==> config.mk <==
export PLATFORM = sky130hd
export DESIGN_NAME = iiitb_rtc_disp
export DESIGN_NICKNAME = d
export VERILOG_FILES = /design/src/rtl/iiitb_rtc_disp.sv
export SDC_FILE = /design/constraint.sdc
export NUM_CORES = 1
export LEC_CHECK = 0
export CORE_ASPECT_RATIO = 0.75
export CORE_MARGIN = 3
export CORE_UTILIZATION = 56
export DETAILED_ROUTE_END_ITERATION = 8
export PLACE_DENSITY = 0.84
export SETUP_SLACK_MARGIN = 0.1
export SLEW_MARGIN = 20
export SYNTH_ARGS = -nofsm -noshare
export SYNTH_HDL_FRONTEND = slang
export SYNTH_SLANG_ARGS = --single-unit
==> constraint.sdc <==
create_clock -name clk -period 5.4 [get_ports clk]
set_input_delay 0.54 -clock clk [delete_from_list [all_inputs] [get_ports clk]]
set_output_delay 0.54 -clock clk [all_outputs]
set_load 0.01 [all_outputs]
==> src/rtl/iiitb_rtc_disp.sv <==
// Six-digit multiplexed seven-segment scanner for the RTC hh:mm:ss digits.
// Optional leading-zero blanking of the tens-of-hours digit via `IIITB_RTC_DISP_LZB_EN.
module iiitb_rtc_disp #(
  parameter int REFRESH_DIV    = 1000,
  parameter int GUARD          = 4,
  parameter bit SEG_ACTIVE_LOW = 1
) (
  input  logic       clk,
  input  logic       rst,
  input  logic [3:0] hrm,
  input  logic [3:0] hrl,
  input  logic [3:0] minm,
  input  logic [3:0] minl,
  input  logic [3:0] secm,
  input  logic [3:0] secl,
  input  logic       blank,
  output logic [6:0] seg,
  output logic       dp,
  output logic [5:0] an,
  output logic       frame_done
);

  localparam int            PW       = (REFRESH_DIV > 1) ? $clog2(REFRESH_DIV) : 1;
  localparam logic [PW-1:0] PC_MAX   = PW'(REFRESH_DIV - 1);
  localparam logic [PW-1:0] PC_GUARD = PW'(GUARD);
  localparam logic [6:0]    SEG_POL  = SEG_ACTIVE_LOW ? 7'h7F : 7'h00;
  localparam logic [5:0]    AN_POL   = SEG_ACTIVE_LOW ? 6'h3F : 6'h00;
  localparam logic          DP_POL   = SEG_ACTIVE_LOW;

  typedef enum logic {
    GUARD_S,
    DRIVE_S
  } state_t;

  localparam state_t SLOT_START_S = (GUARD > 0) ? GUARD_S : DRIVE_S;

  logic [PW-1:0] r_pc;
  logic [2:0]    r_slot;
  logic [23:0]   r_snap;
  state_t        r_state;
  state_t        w_stateNext;
  logic          w_tick;
  logic          w_frameEnd;
  logic [PW-1:0] w_pcNext;
  logic [2:0]    w_slotNext;
  logic [3:0]    w_digit;
  logic [6:0]    w_segHi;
  logic [5:0]    w_anHi;
  logic          w_dpHi;

  function automatic logic [6:0] decodeDigit(input logic [3:0] d);
    case (d)
      4'd0:    decodeDigit = 7'h3F;
      4'd1:    decodeDigit = 7'h06;
      4'd2:    decodeDigit = 7'h5B;
      4'd3:    decodeDigit = 7'h4F;
      4'd4:    decodeDigit = 7'h66;
      4'd5:    decodeDigit = 7'h6D;
      4'd6:    decodeDigit = 7'h7D;
      4'd7:    decodeDigit = 7'h07;
      4'd8:    decodeDigit = 7'h7F;
      4'd9:    decodeDigit = 7'h6F;
      default: decodeDigit = 7'h40;
    endcase
  endfunction

  assign w_tick     = (r_pc == PC_MAX);
  assign w_frameEnd = w_tick && (r_slot == 3'd5);
  assign w_pcNext   = w_tick ? '0 : r_pc + 1'b1;
  assign w_slotNext = !w_tick ? r_slot : ((r_slot == 3'd5) ? 3'd0 : r_slot + 3'd1);

  // Snapshot is {hrm,hrl,minm,minl,secm,secl}; it is the only source for display.
  always_ff @(posedge clk) begin
    if (rst) begin
      r_pc    <= '0;
      r_slot  <= 3'd0;
      r_snap  <= 24'd0;
      r_state <= SLOT_START_S;
    end else begin
      r_pc    <= w_pcNext;
      r_slot  <= w_slotNext;
      r_state <= w_stateNext;
      if (w_frameEnd) begin
        r_snap <= {hrm, hrl, minm, minl, secm, secl};
      end
    end
  end

  always_comb begin
    w_stateNext = r_state;
    w_anHi      = 6'd0;
    w_segHi     = 7'd0;
    w_dpHi      = 1'b0;
    w_digit     = 4'd0;

    case (r_state)
      GUARD_S: w_stateNext = (w_pcNext >= PC_GUARD) ? DRIVE_S : GUARD_S;
      DRIVE_S: w_stateNext = w_tick ? SLOT_START_S : DRIVE_S;
      default: w_stateNext = SLOT_START_S;
    endcase

    case (r_slot)
      3'd0:    w_digit = r_snap[3:0];
      3'd1:    w_digit = r_snap[7:4];
      3'd2:    w_digit = r_snap[11:8];
      3'd3:    w_digit = r_snap[15:12];
      3'd4:    w_digit = r_snap[19:16];
      default: w_digit = r_snap[23:20];
    endcase

    if (r_state == DRIVE_S && !blank) begin
      w_anHi  = 6'b000001 << r_slot;
      w_segHi = decodeDigit(w_digit);
      w_dpHi  = (r_slot == 3'd2) || (r_slot == 3'd4);
`ifdef IIITB_RTC_DISP_LZB_EN
      if (r_slot == 3'd5 && r_snap[23:20] == 4'd0) begin
        w_anHi  = 6'd0;
        w_segHi = 7'd0;
      end
`endif
    end
  end

  // Output stage: one cycle behind the scan state, polarity applied here.
  always_ff @(posedge clk) begin
    if (rst) begin
      an         <= AN_POL;
      seg        <= SEG_POL;
      dp         <= DP_POL;
      frame_done <= 1'b0;
    end else begin
      an         <= w_anHi ^ AN_POL;
      seg        <= w_segHi ^ SEG_POL;
      dp         <= w_dpHi ^ DP_POL;
      frame_done <= w_frameEnd;
    end
  end

endmodule

==> run summary, run 1 <==
Outcome -> finished, final reports clean
Synth Area per Inst -> 9.17 um2
Hold Path Class -> reg2reg
Pint -> 0.000524 W
Synth Flop Type -> dfxtp_1
Adder-Cell Fraction of Synth Area -> 0.0406
Achievable frequency -> 0.330 GHz
Initial Util -> 0.594
R2R Setup Slk -> 2.37 ns
HP Start -> r_snap[0]$_SDFFE_PP0P_
Arrival @ worst endpoint -> 3.23 ns
Area grow syn2layout -> 19.0%
Fin. Hold Viols -> 0
Total track usage -> 0.208
Syn nets -> 304
Final setup fails -> 0
Most common cell after layout, fill and taps aside -> dfxtp_1
Post-CTS Hold Buffers -> 0
Post-synthesis compound-gate area fraction -> 0.123
Synth Area in Simple Gates -> 0.189
Clock share of power -> 0.334
Crit-path slowest cell -> dfxtp_1
WHS Path Cells -> 2
Worst-path cell chain -> and2_1 -> ha_1 -> a21o_2 -> o211ai_1 -> o21ai_1 -> inv_1 -> ha_1 -> or4_1 -> o21a_1
Post-Synthesis Cells -> 269
Main combinational cell family by area after synthesis -> simple AND/OR/NAND/NOR gates
CTS tree -> done
Most used cell along the critical path -> ha_1
Worst-case clock buffer depth -> 2
Initial antenna violation count -> 0
Post-DP HPWL -> 3.62 mm
CP endpoint kind -> register
RSZ-0062 raised after global routing -> no
Vias in the first global route -> 1683
Peak VDD IR -> 0.137 mV
Nets -> 336
GP Congestion -> 0.796
Critical path required time -> 5.60 ns
Slew of the pin with the lowest slew margin -> 0.626 ns
Routed wire length -> 5.06 mm
Psw -> 0.000139 W
IO buf count -> 41
Hold EP -> r_snap[0]$_SDFFE_PP0P_
Root buffer cell -> clkbuf_8
Sw Ratio -> 0.210
PwrDens -> 226 mW/mm2
Yosys reg bits -> 53
Delay-heaviest family, CP -> compound AO/OA/AOI/OAI gates
GRT overflow -> 0
Sum Neg Setup Slack -> 0 ns
Die area -> 0.00524 mm2
R2R Path End -> seg[3]$_SDFF_PP1_
DRC -> 0
Initial DRC Count -> 147
TritonRoute pass-1 iters -> 4
Core Footprint -> 0.00415 mm2
Worst-path clk slew -> 0.09 ns
Worst Path Buf+Inv -> 1
Via/cell ratio -> 5.47
Setup CP Type -> reg2reg
Synth Area in XOR/XNOR -> 0.0284
FF-to-FF path depth -> 9
Min cycle time layout -> 3.03 ns
Vias -> 1946
Multiplexer share of the synthesized area -> 0.130
Ports -> 42
Diodes inserted -> 0
Period utilization -> 0.561
H-tree levels -> 2
Worst r2r src -> r_slot[1]$_SDFFE_PP0N_
Total CTS buffers -> 5
Clk_lat worst skew -> 0.30 ns
Async SR Flop Fraction -> 0
Clk sink count -> 53
Proportion of layout cells with a drive suffix above 1 -> 0.0432
Die width -> 82.6 um
Sequential Power Share -> 0.602
Comb power frac -> 0.064
ANT nets after route -> 0
Fillers -> 350
Row cnt -> 20
Largest net degree at the start of global routing -> 43
First-pass GRT wire length -> 8.34 mm
Post_cts resized -> 0
Yosys Warn Count -> 0
WHS -> 0.516 ns
# Max-Cap Violations -> 0
Most frequent cells in the layout -> dfxtp_1 (53), nor2_1 (42), clkdlybuf4s50_1 (41), mux2i_1 (32), nand2_1 (16)
Leakage -> 1.03 nW
Library cells used by synthesis -> 42
Critical Path Start Type -> register
Routed wire length per instance -> 14.2 um
Setup repair bufs after CTS -> 0
Pins Over Slew Limit -> 0
Largest stage delay on the critical path -> 0.68 ns
Slew headroom -> 0.579
Register area share after synthesis -> 0.430
Clock Skew -> 0.00622 ns
Synth Cell Area -> 0.00247 mm2
EDFF count, synth -> 0
Worst-path maximum fanout -> 17
Die Height -> 63.5 um
power groups by stage:
stage	clock network, W	logic (W)	registers, W
5_1_grt	0.000241	0.0000471	0.000400
4_1_cts	0.000224	0.0000427	0.000399
2_1_floorplan	0	0.0000148	0.000409
3_5_place_dp	0	0.0000421	0.000408
6_report	0.000222	0.0000424	0.000399
3_3_place_gp	0	0.0000422	0.000408
per-layer routing:
| layer | part of all wire | vias to the layer above | wire (um) | global-route usage |
|---|---|---|---|---|
| li1 | - | 997 | - | - |
| met1 | 0.50 | 873 | 2550 | 0.318 |
| met2 | 0.41 | 68 | 2050 | 0.274 |
| met3 | 0.075 | 8 | 379 | 0.0657 |
| met4 | 0.015 | 0 | 78 | 0.0673 |
| met5 | 0 | - | 0 | 0 |
worst max path at each step:
stage	from	to	slack, ns	depth (start not counted)
floorplan	r_slot[0]$_SDFFE_PP0N_	seg[3]$_SDFF_PP1_	2.62	11
global placement	r_slot[1]$_SDFFE_PP0N_	seg[3]$_SDFF_PP1_	2.53	9
detailed placement	r_slot[1]$_SDFFE_PP0N_	seg[3]$_SDFF_PP1_	2.40	9
CTS	r_slot[1]$_SDFFE_PP0N_	seg[3]$_SDFF_PP1_	2.37	9
global route	r_slot[1]$_SDFFE_PP0N_	seg[3]$_SDFF_PP1_	2.09	9
finish	r_slot[1]$_SDFFE_PP0N_	seg[3]$_SDFF_PP1_	2.37	9
registers in the layout, indices dropped and copies added, names as in the netlist:
register	count
r_snap	24
r_slot	3
frame_done	1
seg	7
r_state	1
dp	1
an	6
r_pc	10
synthesized netlist by cell type, types with 2 or more instances:
cell type	n	area [um2]
a211oi_1	3	22.5
a21oi_1	6	30.0
a221oi_1	2	17.5
a22oi_1	3	22.5
and2_1	4	25.0
and3_1	2	12.5
buf_2	2	10.0
buf_4	4	30.0
buf_6	4	45.0
clkbuf_1	9	33.8
dfxtp_1	53	1060
ha_1	8	100
inv_1	7	26.3
mux2i_1	32	320
nand2_1	16	60.1
nand2b_1	2	12.5
nand3_1	7	35.0
nand3b_1	4	30.0
nor2_1	42	158
nor2b_1	5	31.3
nor3_1	9	45.0
nor3b_1	2	15.0
o211ai_1	3	22.5
o21a_1	7	52.6
o21ai_0	7	35.0
o21ai_2	2	17.5
or4_1	3	22.5
xnor2_1	6	52.6
xor2_1	2	17.5
worst min-delay path, stage by stage (launching register included):
cell	delay (ns)
dfxtp_1	0.35
mux2i_1	0.07
nor2_1	0.07
cell type report:
class | instances | area [um2] | share of cell area
clock buffers | 7 | 86.3 | 0.0294
inverters | 7 | 26.3 | 0.00895
multi-input cells | 190 | 1260 | 0.429
flip-flops and latches | 53 | 1060 | 0.361
well taps | 55 | 68.8 | 0.0234
repair buffers | 44 | 433 | 0.147
stage by stage:
stage	area [um2]	std cells	util	power, W	setup slack (ns)
final	2940	356	0.707	0.000663	2.37
after global routing	2940	356	0.707	0.000688	2.09
after CTS	2940	356	0.707	0.000666	2.37
after detailed placement	2850	349	0.686	0.000450	2.40
after global placement	2850	349	0.686	0.000450	2.53
after floorplan	2470	269	-	0.000423	2.62
cell families after synthesis:
group           count (synthesis)
flops                          53
fa+ha+maj                       8
xor+xnor                        8
buf+inv                        26
simple gates                   99
compound gates                 43
mux                            32
Note: power is estimated with default switching activity, not from simulation.
==> run 2, diff against run 1 <==
Settings changed: CORE_UTILIZATION 56 to 52, PLACE_DENSITY 0.84 to 0.79.
Clock period 5.4 ns to 3.12 ns, I/O delays scaled along.
==> run 2 against run 1 <==
  * Setup slack worse by 2.0 ns
  * Clock power is 140% higher
  * Critical path type unchanged
  * Register-to-register slack worse by 2.0 ns
  * Sequential power is 73% higher
  * Global-route usage is 2.5 points lower
  * Critical path depth stayed put
  * Utilization is 3.8 points lower
==> run summary, run 2 (same netlist as run 1, synthesis figures left out) <==
Outcome -> finished, final reports clean
Most common cell after layout, fill and taps aside -> dfxtp_1
RSZ-0062 raised after global routing -> no
Largest register by flop count -> r_snap
Post-CTS Hold Buffers -> 0 (unchanged)
Critical Path Start Type -> register
Period utilization -> 0.878 (+0.317)
# Max-Cap Violations -> 0 (unchanged)
Slew headroom -> 0.523 (-0.0558)
GRT overflow -> 0 (unchanged)
Sequential Power Share -> 0.532 (-0.070)
WHS -> 0.502 ns (-0.0139 ns)
Peak VDD IR -> 0.288 mV (+110%)
Vias -> 1950 (+0.21%)
GP Congestion -> 0.861 (+8.1%)
Leakage -> 1.07 nW (+4.0%)
CP endpoint kind -> register
Max reg flops -> 24 (unchanged)
Fillers -> 392 (+12%)
Most frequent cells in the layout -> dfxtp_1 (53), nor2_1 (42), clkdlybuf4s50_1 (41), mux2i_1 (32), nand2_1 (16)
Post-DP HPWL -> 3.60 mm (-0.48%)
Setup repair bufs after CTS -> 0 (unchanged)
Proportion of layout cells with a drive suffix above 1 -> 0.0590 (+0.0158)
Clock share of power -> 0.411 (+0.077)
Initial Util -> 0.546 (-0.0480)
Comb power frac -> 0.056 (-0.008)
Total track usage -> 0.183 (-0.0255)
Hold Path Class -> reg2reg
Psw -> 0.000249 W (+79%)
Critical path required time -> 3.33 ns (-2.27 ns)
Nets -> 339 (+0.89%)
Initial DRC Count -> 106 (-28%)
Arrival @ worst endpoint -> 2.94 ns (-0.29 ns)
First-pass GRT wire length -> 8.19 mm (-1.7%)
Worst-path maximum fanout -> 13 (-4)
Clk sink count -> 53 (unchanged)
Fin. Hold Viols -> 0 (unchanged)
Ports -> 42 (unchanged)
Clk_lat worst skew -> 0.30 ns (about the same)
Largest registers -> r_snap: 24 flops, r_pc: 10 flops, seg: 7 flops
IO buf count -> 41 (unchanged)
Die Height -> 65.6 um (+3.4%)
Core Footprint -> 0.00452 mm2 (+8.8%)
Worst setup margin -> 0.381 ns (-1.99 ns)
Root buffer cell -> clkbuf_8
Row cnt -> 21 (+5.0%)
Slew of the pin with the lowest slew margin -> 0.710 ns (+0.0831 ns)
Post-Route Utilization -> 0.668 (-0.0383)
Diodes inserted -> 0 (unchanged)
CTS tree -> done
Largest stage delay on the critical path -> 0.60 ns (-0.08 ns)
Area after DPL -> 0.00289 mm2 (+1.3%)
Final setup fails -> 0 (unchanged)
Post-Place Worst Slack -> 0.421 ns (-1.98 ns)
PwrDens -> 430 mW/mm2 (+90%)
DRC -> 0 (unchanged)
Routed wire length per instance -> 13.4 um (-5.5%)
Worst-case clock buffer depth -> 2 (unchanged)
Area grow syn2layout -> 22.5%
Die area -> 0.00561 mm2 (+7.0%)
Total CTS buffers -> 5 (unchanged)
Achievable frequency -> 0.365 GHz (+11%)
Worst-path cell chain -> inv_1 -> ha_1 -> a21o_2 -> nand2_1 -> o22a_1 -> inv_1 -> ha_1 -> or4_1 -> o21a_1
Initial antenna violation count -> 0 (unchanged)
Pins Over Slew Limit -> 0 (unchanged)
Crit-path slowest cell -> dfxtp_1
Die width -> 85.5 um (+3.5%)
Setup CP Type -> reg2reg
Sw Ratio -> 0.192 (-0.0182)
Worst-path clk slew -> 0.09 ns (about the same)
H-tree levels -> 2 (unchanged)
Largest net degree at the start of global routing -> 40 (-7.0%)
Routed wire length -> 4.86 mm (-3.9%)
Fin area -> 0.00302 mm2 (+2.9%)
Vias in the first global route -> 1775 (+5.5%)
ANT nets after route -> 0 (unchanged)
Sum Neg Setup Slack -> 0 ns (unchanged)
Post_cts resized -> 0 (unchanged)
Min cycle time layout -> 2.74 ns (-0.292 ns)
Pint -> 0.00105 W (+100%)
Via/cell ratio -> 5.39 (-1.5%)
Clock Skew -> 0.00378 ns (-0.00245 ns)
TritonRoute pass-1 iters -> 4 (unchanged)
-- run 2: cell count changes in the layout (fill, tap and decap cells not counted), sizes merged --
cell	delta
buf	+3
bufinv	+2
clkbuf	-2
clkinv	+1
-- run 2: power by group through the flow --
stage	registers (W)	clock network (W)	logic (W)
global placement	0.000706	0	0.0000729
detailed placement	0.000706	0	0.0000733
floorplan	0.000707	0	0.0000256
finish	0.000691	0.000534	0.0000733
CTS	0.000691	0.000544	0.0000736
global route	0.000692	0.000577	0.0000795
-- run 2: per-stage QoR --
stage	total power [W]	instances
final	0.00130	362
after global routing	0.00135	362
after CTS	0.00131	362
after detailed placement	0.000780	354
after global placement	0.000779	354
after floorplan	0.000733	269
-- run 2: area by class of cell --
type                            count  area, um2  area share
Sequential cell                    53       1060       0.351
Tap cell                           57       71.3      0.0236
Inverter                            7       26.3     0.00870
Multi-Input combinational cell    190       1260       0.417
Timing Repair Buffer               47        468       0.155
Clock inverter                      3       65.1      0.0215
Clock buffer                        5       68.8      0.0228
-- run 2: worst max-delay path, delay by kind of cell (launching register included) --
kind,cells,cell delay (ns)
fa+ha+maj,2,0.61
compound gates,3,0.61
simple gates,2,0.61
flops,1,0.60
buf+inv,2,0.21
-- run 2: path summary, 6_finish.rpt --
kind / start / to / slack (ns) / depth (start not counted)
worst min-delay path: r_snap[9]$_SDFFE_PP0P_ / r_snap[9]$_SDFFE_PP0P_ / 0.50 / 2
worst min register to register: r_snap[9]$_SDFFE_PP0P_ / r_snap[9]$_SDFFE_PP0P_ / 0.50 / 2
worst max register to register: r_slot[2]$_SDFFE_PP0N_ / seg[3]$_SDFF_PP1_ / 0.38 / 9
worst max-delay path: r_slot[2]$_SDFFE_PP0N_ / seg[3]$_SDFF_PP1_ / 0.38 / 9
-- run 2: layer usage --
layer  track usage  up-vias  share of wire
met5             0        -              0
met4        0.0534        0          0.011
met3        0.0388        8          0.048
met2         0.278       47           0.43
met1         0.261      890           0.51
li1              -     1005              -
